===== src/rtl/dvp_pkg.sv =====
// Shared definitions for the DVP camera init sequencer: table entry markers,
// state encoding and the entry decoder.
package dvp_pkg;

  localparam logic [7:0] SEQ_REG_END   = 8'hFF;
  localparam logic [7:0] SEQ_VAL_END   = 8'hFF;
  localparam logic [7:0] SEQ_REG_DELAY = 8'hFE;
  localparam logic [7:0] DVP_DEV_ADDR  = 8'h42;

  typedef enum logic [2:0] {
    ST_IDLE     = 3'd0,
    ST_READ     = 3'd1,
    ST_ISSUE    = 3'd2,
    ST_WAIT_RSP = 3'd3,
    ST_DELAY    = 3'd4,
    ST_DONE     = 3'd5,
    ST_FAIL     = 3'd6
  } seq_state_e;

  typedef enum logic [1:0] {
    ENT_WRITE = 2'd0,
    ENT_DELAY = 2'd1,
    ENT_END   = 2'd2
  } entry_kind_e;

  function automatic entry_kind_e decode_entry(input logic [15:0] entry);
    entry_kind_e kind;
    if ((entry[15:8] == SEQ_REG_END) && (entry[7:0] == SEQ_VAL_END)) begin
      kind = ENT_END;
    end else if (entry[15:8] == SEQ_REG_DELAY) begin
      kind = ENT_DELAY;
    end else begin
      kind = ENT_WRITE;
    end
    return kind;
  endfunction

endpackage


===== src/rtl/dvp_ms_timer.sv =====
// Millisecond delay timer: a 1 ms prescaler feeding an 8-bit ms down-counter.
// expired is high in the last clock of the loaded interval (ms * CLK_FREQ_HZ/1000 clks).
module dvp_ms_timer #(
  parameter int CLK_FREQ_HZ = 25000000
) (
  input  logic       clk,
  input  logic       reset_n,
  input  logic       load,
  input  logic [7:0] ms,
  output logic       expired
);

  localparam int PRESC = CLK_FREQ_HZ / 1000;
  localparam int PW    = (PRESC > 1) ? $clog2(PRESC) : 1;
  localparam logic [PW-1:0] PRE_TOP  = PW'(PRESC - 1);
  localparam logic [PW-1:0] PRE_ZERO = {PW{1'b0}};

  logic [PW-1:0] pre_r;
  logic [7:0]    ms_r;
  logic          run_r;

  assign expired = run_r && (ms_r == 8'd1) && (pre_r == PRE_ZERO);

  // Prescaler and ms counter; a load restarts the prescaler from the top.
  always_ff @(posedge clk) begin
    if (!reset_n) begin
      pre_r <= PRE_ZERO;
      ms_r  <= 8'd0;
      run_r <= 1'b0;
    end else if (load) begin
      pre_r <= PRE_TOP;
      ms_r  <= ms;
      run_r <= (ms != 8'd0);
    end else if (run_r) begin
      if (pre_r == PRE_ZERO) begin
        pre_r <= PRE_TOP;
        ms_r  <= ms_r - 8'd1;
        run_r <= (ms_r != 8'd1);
      end else begin
        pre_r <= pre_r - PW'(1);
      end
    end else begin
      pre_r <= pre_r;
    end
  end

endmodule


===== src/rtl/dvp_sccb_init_seq.sv =====
// Table-driven SCCB init sequencer: walks {reg, value} entries from a registered
// ROM and issues writes, ms delays and end markers, retrying NACKed writes.
module dvp_sccb_init_seq
  import dvp_pkg::*;
#(
  parameter int         ROM_AW      = 8,
  parameter int         CLK_FREQ_HZ = 25000000,
  parameter logic [7:0] DEV_ADDR    = DVP_DEV_ADDR,
  parameter int         MAX_RETRY   = 3
) (
  input  logic              clk,
  input  logic              reset_n,
  input  logic              start,
  output logic              busy,
  output logic              done,
  output logic              error,
  output logic [ROM_AW-1:0] err_index,
  output logic [ROM_AW-1:0] rom_addr,
  input  logic [15:0]       rom_rddata,
  output logic              cmd_valid,
  input  logic              cmd_ready,
  output logic [7:0]        cmd_dev,
  output logic [7:0]        cmd_reg,
  output logic [7:0]        cmd_data,
  input  logic              rsp_valid,
  input  logic              rsp_err
);

  localparam int RW = $clog2(MAX_RETRY + 1) + 1;
  localparam logic [RW-1:0]     RETRY_MAX = RW'(MAX_RETRY);
  localparam logic [ROM_AW-1:0] PTR_LAST  = {ROM_AW{1'b1}};
  localparam logic [ROM_AW-1:0] PTR_ZERO  = {ROM_AW{1'b0}};

  seq_state_e        state_r, state_nxt_s, adv_state_s;
  entry_kind_e       entry_kind_s;
  logic [ROM_AW-1:0] ptr_r, ptr_nxt_s, ptr_adv_s;
  logic [ROM_AW-1:0] err_index_r, err_index_nxt_s;
  logic              rd_phase_r, rd_phase_nxt_s;
  logic [RW-1:0]     retry_r, retry_nxt_s;
  logic [7:0]        cmd_reg_r, cmd_reg_nxt_s, cmd_data_r, cmd_data_nxt_s;
  logic              busy_r, done_r, error_r, cmd_valid_r;
  logic              timer_load_s, timer_expired_s;

  dvp_ms_timer #(
    .CLK_FREQ_HZ (CLK_FREQ_HZ)
  ) u_ms_timer (
    .clk     (clk),
    .reset_n (reset_n),
    .load    (timer_load_s),
    .ms      (rom_rddata[7:0]),
    .expired (timer_expired_s)
  );

  // The table ends at the last address even without an END entry; never wrap.
  assign ptr_adv_s   = (ptr_r == PTR_LAST) ? ptr_r : (ptr_r + ROM_AW'(1));
  assign adv_state_s = (ptr_r == PTR_LAST) ? ST_DONE : ST_READ;

  // Next-state and datapath decode.
  always_comb begin
    state_nxt_s     = state_r;
    ptr_nxt_s       = ptr_r;
    rd_phase_nxt_s  = rd_phase_r;
    retry_nxt_s     = retry_r;
    cmd_reg_nxt_s   = cmd_reg_r;
    cmd_data_nxt_s  = cmd_data_r;
    err_index_nxt_s = err_index_r;
    timer_load_s    = 1'b0;
    entry_kind_s    = decode_entry(rom_rddata);
    case (state_r)
      ST_IDLE, ST_DONE, ST_FAIL: begin
        if (start) begin
          state_nxt_s    = ST_READ;
          ptr_nxt_s      = PTR_ZERO;
          rd_phase_nxt_s = 1'b0;
          retry_nxt_s    = {RW{1'b0}};
        end else begin
          state_nxt_s = state_r;
        end
      end
      ST_READ: begin
        // Phase 0 lets the address settle into the ROM; phase 1 sees its data.
        if (!rd_phase_r) begin
          rd_phase_nxt_s = 1'b1;
        end else begin
          rd_phase_nxt_s = 1'b0;
          case (entry_kind_s)
            ENT_END: begin
              state_nxt_s = ST_DONE;
            end
            ENT_DELAY: begin
              if (rom_rddata[7:0] == 8'd0) begin
                state_nxt_s = adv_state_s;
                ptr_nxt_s   = ptr_adv_s;
              end else begin
                state_nxt_s  = ST_DELAY;
                timer_load_s = 1'b1;
              end
            end
            default: begin
              state_nxt_s    = ST_ISSUE;
              cmd_reg_nxt_s  = rom_rddata[15:8];
              cmd_data_nxt_s = rom_rddata[7:0];
            end
          endcase
        end
      end
      ST_ISSUE: begin
        if (cmd_ready) begin
          state_nxt_s = ST_WAIT_RSP;
        end else begin
          state_nxt_s = ST_ISSUE;
        end
      end
      ST_WAIT_RSP: begin
        if (!rsp_valid) begin
          state_nxt_s = ST_WAIT_RSP;
        end else if (!rsp_err) begin
          retry_nxt_s = {RW{1'b0}};
          state_nxt_s = adv_state_s;
          ptr_nxt_s   = ptr_adv_s;
        end else if (retry_r < RETRY_MAX) begin
          retry_nxt_s = retry_r + RW'(1);
          state_nxt_s = ST_ISSUE;
        end else begin
          err_index_nxt_s = ptr_r;
          state_nxt_s     = ST_FAIL;
        end
      end
      ST_DELAY: begin
        if (timer_expired_s) begin
          state_nxt_s = adv_state_s;
          ptr_nxt_s   = ptr_adv_s;
        end else begin
          state_nxt_s = ST_DELAY;
        end
      end
      default: begin
        state_nxt_s = ST_IDLE;
      end
    endcase
  end

  // State, datapath and flag registers; flags are decoded from the next state.
  always_ff @(posedge clk) begin
    if (!reset_n) begin
      state_r     <= ST_IDLE;
      ptr_r       <= PTR_ZERO;
      rd_phase_r  <= 1'b0;
      retry_r     <= {RW{1'b0}};
      cmd_reg_r   <= 8'd0;
      cmd_data_r  <= 8'd0;
      err_index_r <= PTR_ZERO;
      busy_r      <= 1'b0;
      done_r      <= 1'b0;
      error_r     <= 1'b0;
      cmd_valid_r <= 1'b0;
    end else begin
      state_r     <= state_nxt_s;
      ptr_r       <= ptr_nxt_s;
      rd_phase_r  <= rd_phase_nxt_s;
      retry_r     <= retry_nxt_s;
      cmd_reg_r   <= cmd_reg_nxt_s;
      cmd_data_r  <= cmd_data_nxt_s;
      err_index_r <= err_index_nxt_s;
      busy_r      <= (state_nxt_s == ST_READ) || (state_nxt_s == ST_ISSUE) ||
                     (state_nxt_s == ST_WAIT_RSP) || (state_nxt_s == ST_DELAY);
      done_r      <= (state_nxt_s == ST_DONE);
      error_r     <= (state_nxt_s == ST_FAIL);
      cmd_valid_r <= (state_nxt_s == ST_ISSUE);
    end
  end

  assign busy      = busy_r;
  assign done      = done_r;
  assign error     = error_r;
  assign err_index = err_index_r;
  assign rom_addr  = ptr_r;
  assign cmd_valid = cmd_valid_r;
  assign cmd_dev   = DEV_ADDR;
  assign cmd_reg   = cmd_reg_r;
  assign cmd_data  = cmd_data_r;

endmodule


===== config.mk =====
export PLATFORM = sky130hd
export DESIGN_NAME = dvp_sccb_init_seq
export DESIGN_NICKNAME = d
export VERILOG_FILES = /design/src/rtl/dvp_pkg.sv /design/src/rtl/dvp_ms_timer.sv /design/src/rtl/dvp_sccb_init_seq.sv
export SDC_FILE = /design/constraint.sdc
export NUM_CORES = 1
export LEC_CHECK = 0
export ABC_AREA = 1
export BUFFER_PORTS_ARGS = -buffer_cell sky130_fd_sc_hd__buf_2
export CORE_MARGIN = 4
export CORE_UTILIZATION = 55
export CTS_CLUSTER_DIAMETER = 120
export DETAILED_ROUTE_END_ITERATION = 7
export GPL_TIMING_DRIVEN = 0
export PLACE_DENSITY = 0.79
export SETUP_SLACK_MARGIN = 0.05
export SLEW_MARGIN = 20
export SYNTH_ARGS = -nofsm -noshare
export SYNTH_HDL_FRONTEND = slang
export SYNTH_SLANG_ARGS = --single-unit

===== constraint.sdc =====
create_clock -name clk -period 4.58 [get_ports clk]
set_input_delay 0.916 -clock clk [delete_from_list [all_inputs] [get_ports clk]]
set_output_delay 0.916 -clock clk [all_outputs]
set_load 0.01 [all_outputs]

Word level (Yosys, flattened, before mapping)
Cells that the tools add are included.
{ "word_totals": {"register_bits": 67, "latch_bits": 0, "mem_bits_rw": 0, "rom_bits": 0, "in_bits": 22, "wordCells": 118, "mem_count": 0} }
{ "op_classes": {"add_sub_neg": 4, "mul": 0, "n_div": 0, "order_cmp": 1, "eq_ne": 28, "shift": 0, "mux": 43, "bitwise": 3, "reduce_logical": 24} }
{ "ops": {"columns": ["cell", "count"], "rows": [
  ["8-bit two-way mux", 11],
  ["15-bit two-way mux", 3],
  ["3-bit two-way mux", 12],
  ["8-bit == test, second input constant", 4],
  ["8-bit case mux with 4 select lines", 1],
  ["3-bit == test, second input constant", 6],
  ["15-bit zero test", 1],
  ["3-bit case mux with 5 select lines", 1],
  ["15-bit by 1-bit subtractor with 15-bit output, second input constant", 1],
  ["2-bit != test, second input constant", 7],
  ["3-bit by 2-bit == test with 1-bit output, second input constant", 4],
  ["3-bit case mux with 2 select lines", 2],
  ["1-bit two-way mux", 11],
  ["8-bit by 1-bit adder with 8-bit output, second input constant", 1],
  ["8-bit by 1-bit == test with 1-bit output, second input constant", 1],
  ["8-bit zero test", 1],
  ["8-bit by 1-bit != test with 1-bit output, second input constant", 1],
  ["4-bit AND reduction", 2],
  ["8-bit AND reduction", 1],
  ["2-bit nonzero test", 4],
  ["8-bit nonzero test", 1],
  ["8-bit by 1-bit subtractor with 8-bit output, second input constant", 1],
  ["3-bit by 1-bit == test with 1-bit output, second input constant", 2],
  ["2-bit AND reduction", 2],
  ["other kinds (15)", 22]
]} }

Longest topological paths before layout
{ "depth": {"word_depth": 11, "depth_mapped": 12, "ltp_nobuf": 12} }

Cells and area by module
Synthesis repeated with hierarchy kept, for this count alone.
{ "hier_totals": {"hier_cells": 586, "hier_area_um2": 3782.4} }
{ "modules_own_cells": {"columns": ["mod", "instances", "cells_per_inst", "area_per_inst_um2"], "rows": [
  ["dvp_sccb_init_seq", 1, 352, 2290.9],
  ["dvp_ms_timer", 1, 234, 1491.4]
]} }

Worst setup path before layout
No wires, ideal clock.
{ "synth_timing": {"path_type": "input -> register", "from": "input rom_rddata[13]", "to": "register ptr_r[3], in the netlist rom_addr[3]", "setup_time_ns": 0.132, "arrival_ns": 1.832, "required_time_ns": 4.448, "slack_ns": 2.615, "stages": 9, "path_buffers": 0, "cell_sequence": "nand2_1 nor2_1 nand3_1 nand2_1 nand2_1 nor2_4 nand3_4 nand2_1 a21oi_1"} }
{ "synth_between": {"elab_chain_len": 6} }
{ "synth_lines": {"columns": ["element", "line", "source"], "rows": [
  ["from (decl)", "dvp_sccb_init_seq.sv:19", "input logic [15:0] rom_rddata,"],
  ["8-bit == test, on equally long branches", "dvp_pkg.sv:30, dvp_pkg.sv:28", null],
  ["1-bit two-way mux or 1-bit logical AND (tied branches)", "dvp_pkg.sv:30, dvp_pkg.sv:28", null],
  ["2-bit two-way mux (*)", "dvp_pkg.sv:28", "if ((entry[15:8] == SEQ_REG_END) && (entry[7:0] == SEQ_VAL_END)) begin"],
  ["2-bit by 1-bit == test with 1-bit output (*)", "dvp_sccb_init_seq.sv:86", "case (entry_kind_s)"],
  ["2-bit != test (no source line) (*)", null, null],
  ["8-bit AND reduction (no source line) (*)", null, null],
  ["to (signal assigned)", "dvp_sccb_init_seq.sv:159", "ptr_r <= ptr_nxt_s;"],
  ["to (decl)", "dvp_sccb_init_seq.sv:36", "logic [ROM_AW-1:0] ptr_r, ptr_nxt_s, ptr_adv_s;"]
]} }
Mark *: on every way between the ends. The rest lies on a longest branch, timed or not.
A chain may end at the register's enable or synchronous reset.

Worst setup path in the final report
{ "layout_timing": {"from": "input rom_rddata[4]", "to": "register ptr_r[2], in the netlist rom_addr[2]"} }
{ "layout_between": {"elab_chain_len": 6} }
{ "layout_lines": {"columns": ["element", "line"], "rows": [
  ["8-bit == test", "dvp_pkg.sv:28"],
  ["1-bit logical AND", "dvp_pkg.sv:28"],
  ["2-bit two-way mux", "dvp_pkg.sv:28"],
  ["2-bit by 1-bit == test with 1-bit output", "dvp_sccb_init_seq.sv:86"],
  ["2-bit != test (no source line)", null],
  ["8-bit AND reduction (no source line) (*)", null]
]} }
Marked as above.

==> out/results.tsv <==
stage	metric	value	unit
setup_path	setup.worst_path.start_class	primary input	
cts	postCtsHoldBufs	0	
setup_path	setup.reg_to_reg.worst_slack	2.71	ns
global_route	groute.usage.overall	22.1	%
timing	finalCritPeriodShare	45.1	%
drt	wl_per_cell	12.6	µm
drt	detailedRoute.firstPassIterationCount	5	
drt	route.detailed.vias_per_inst	5.19	
layout	num-fill-cells	599	
setup_path	cpPeakStageDelay	0.27	ns
layout	post_layout_nonfiller_instances	710	
status	run_status	completed	
global_route	first_pass_grt_wire_length	15200	µm
power	power_per_cell_area	319	nW/µm²
timing	final-max-slew-violation-count	0	
min_path	worst_min_path_start	cmd_data[7]$_SDFFE_PN0P_	
global_route	leftover_overflow_at_the_end_of_global_routing	0	
die	io_pins	66	
layout	largest_register_ff_count	15	
timing	hold_viol_final	0	
min_path	whs_path_depth	2	
yosys	post_synthesis_instance_total	555	
cts	cts.htree.levels	3	
power	irDropWorstVdd	0.000241	V
global_route	grt_start_max_net_pins	13	
setup_path	timing.critical_path.arrival	2.29	ns
yosys	fraction_of_the_mapped_netlist_area_in_compound_gates	11.9	%
setup_path	cp_cell_sequence	buf_2 > nor2_1 > nand4_1 > nand2_1 > nand3_2 > nor2_4 > nand3_4 > nand2_1 > a21oi_1	
min_path	min-delay-path-class	reg -> reg	
global_route	grt_pass1_vias	3476	
die	die_w	90.7	µm
place	place.detailed.instances	694	
cts	cts_inserted_buffers	9	
place	detailed_place_hpwl	6620	µm
setup_path	regToRegEndpoint	u_ms_timer.pre_r[11]$_SDFFE_PP0P_	
cts	cts_sinks	67	
drt	route.final.wire_length	8970	µm
timing	worst_slew_margin_rel	57.0	%
setup_path	worst_r2r_startpoint	u_ms_timer.pre_r[8]$_SDFFE_PN0P_	
yosys	ys.flop_type	dfxtp_1	
setup_path	worst_setup_path_end_kind	register	
cts	tritoncts	built	
die	die-area	8220	µm²
place	routabilityCongestion	0.897	
place	placement.io_buffers	56	
die	core_area	6490	µm²
yosys	synthAdderAreaFrac	2.00	%
yosys	synth_xor_xnor_area_share	4.63	%
layout	post_route_cells_drive_above_1_share	19.4	%
yosys	synth_mux_area_share	0	%
cts	post_cts.repair.setup_buffers	0	
yosys	largest_family_of_logic_cells_by_synthesized_area	simple AND/OR/NAND/NOR gates	
cts	cts.clk_slew.worst_paths	0.07	ns
yosys	synth_enable_flop_cells	0	
flow_run	cap_violations	0	
timing	final.setup.tns	0	ns
timing	period_needed	2.07	ns
drt	dr_total_vias	3684	
power	power.static_leakage	2.13	nW
setup_path	cp_slowest_cell	nand4_1	
yosys	postSynthRegisterBits	67	
setup_path	required	4.80	ns
timing	timing.clock.skew	0.0130	ns
setup_path	critPathBufInv	1	
drt	postRouteAntennaNets	0	
yosys	synth_top_area_share	35.7	%
layout	registers.top_by_ff_count	u_ms_timer.pre_r	
setup_path	top_cell_family_by_delay_on_the_critical_path	simple AND/OR/NAND/NOR gates	
cts	cts-resized-gates	0	
layout	design.final.nets	656	
timing	rsz0062_at_grt	no	
timing	timing.hold.ws	0.443	ns
yosys	syn_avg_cell_area	6.77	µm²
setup_path	worstRegToRegCells	6	
setup_path	critical_path.most_common_cell	nand2_1	
drt	drcViolationCount	0	
yosys	yosys_warnings	0	
cts	cts_max_path_buffers	2	
die	fp-row-count	29	
setup_path	path_max_fanout	9	
global_route	antenna_found_initial	0	
layout	antenna_cells_inserted	0	
setup_path	setup.worst_path.class	in -> reg	
yosys	synth.distinct_cells	37	
min_path	worstHoldEndpoint	cmd_data[7]$_SDFFE_PN0P_	
yosys	yosys-top-cells-area	dfxtp_1 (36%), nand2_1 (11%), nor2_1 (7.9%), inv_1 (7.6%), nand3_1 (5.2%)	
yosys	synth_simple_gate_area_share	34.0	%
yosys	synth.cell_area	3760	µm²
yosys	post_synthesis_cell_type_with_the_largest_combined_area	dfxtp_1	
die	floorplan.initialDensity	57.9	%
layout	area_growth	15.8	%
yosys	synthArstFlopShare	0	%
yosys	ys_seq_area_share	35.7	%
drt	initialDrtViolationCount	233	
timing	fmaxAchievable	0.484	GHz
timing	final-setup-viol-count	0	
cts	clock_latency	0.36	ns
timing	worst-slew-pin-transition	0.643	ns
die	die_h	90.7	µm
cts	root_buffer_selected_by_cts	clkbuf_8	
[Yosys cell counts (4+ instances only)]
library cell / count
a21oi_1: 35
buf_2: 4
buf_4: 9
clkbuf_1: 7
dfxtp_1: 67
ha_1: 6
inv_1: 76
inv_2: 5
nand2_1: 109
nand2_2: 7
nand3_1: 39
nand4_1: 17
nor2_1: 79
nor2_2: 9
nor2_4: 5
nor3_1: 4
o21ai_0: 34
xor2_1: 15
[worst register-to-register path, cell delays in order (launching register included)]
cell and delay [ns]:
dfxtp_1 0.35, nor2_2 0.19, nand2_1 0.10, nor2_1 0.16, nand4_1 0.22, o211ai_1 0.60, nor2_1 0.11
[report_power, final]
part           leakage, nW  total [mW]  switching (mW)  internal (mW)
Clock               0.0885       0.486           0.235          0.251
Sequential           0.542       0.632          0.0225          0.610
Combinational         1.50       0.267           0.174         0.0928
Total                 2.13        1.39           0.432          0.954
[logic make-up (layout without fill, tap and decap cells)]
family | Yosys count | in the layout
DFF | 67 | 67
and+or+nand+nor | 277 | 277
xor gates and xnor gates | 19 | 19
buffers and inverters | 104 | 176
AOI/OAI and AO/OA | 80 | 80
adders and majority gates | 6 | 6
other | 2 | 8
[worst max path at each step]
stage,start,end,slack (ns),cells past startpoint
finish,rom_rddata[4],rom_addr[2]$_SDFFE_PN0P_,2.51,9
global route,rom_rddata[4],u_ms_timer.ms_r[6]$_SDFFE_PN0P_,2.37,10
CTS,rom_rddata[4],rom_addr[2]$_SDFFE_PN0P_,2.55,9
detailed placement,rom_rddata[6],rom_addr[4]$_SDFFE_PN0P_,2.20,9
global placement,rom_rddata[6],rom_addr[6]$_SDFFE_PN0P_,2.25,9
floorplan,rom_rddata[13],rom_addr[3]$_SDFFE_PN0P_,2.62,9
[cell type report]
type	instances	area, µm²	share of cell area [%]
timing repair buffer	56	280	6.44
inverter	83	313	7.19
sequential	67	1340	30.8
buffer	21	125	2.88
tap	77	96.3	2.21
multi-input combinational	390	2000	46.0
clock buffer	10	128	2.93
clock inverter	6	66.3	1.52
[stage by stage]
step                      instance area, µm²  power [mW]  utilization, %  worst slack [ns]
after floorplan                         3780       0.835               -              2.62
after global placement                  4160       0.901            64.0              2.25
after detailed placement                4160       0.909            64.0              2.20
final                                   4350        1.39            67.0              2.51
after CTS                               4350        1.39            67.0              2.55
after global routing                    4350        1.46            67.0              2.37
[cell usage in the layout (no fill, tap or decap), types with 5 or more instances in the layout]
cell,synthesis,final
nand3_1,39,39
dfxtp_1,67,67
nand2_2,7,7
nor2_4,5,5
inv_1,76,76
inv_2,5,5
nand4_1,17,17
o21ai_0,34,34
nor2_2,9,9
clkbuf_1,7,8
clkbuf_8,0,9
buf_4,9,9
nor2_1,79,79
conb_1,2,8
xor2_1,15,15
nand2_1,109,109
buf_2,4,60
a21oi_1,35,35
ha_1,6,6
[per-layer routing]
| metal | track usage (%) | vias up | routed length [µm] |
|---|---|---|---|
| met3 | 5.58 | 12 | 562 |
| met4 | 7.91 | 0 | 126 |
| met5 | 0 | - | 0 |
| li1 | - | 1885 | - |
| met2 | 38.2 | 112 | 4380 |
| met1 | 26.3 | 1675 | 3890 |
Note: power is estimated with default switching activity, not from simulation.
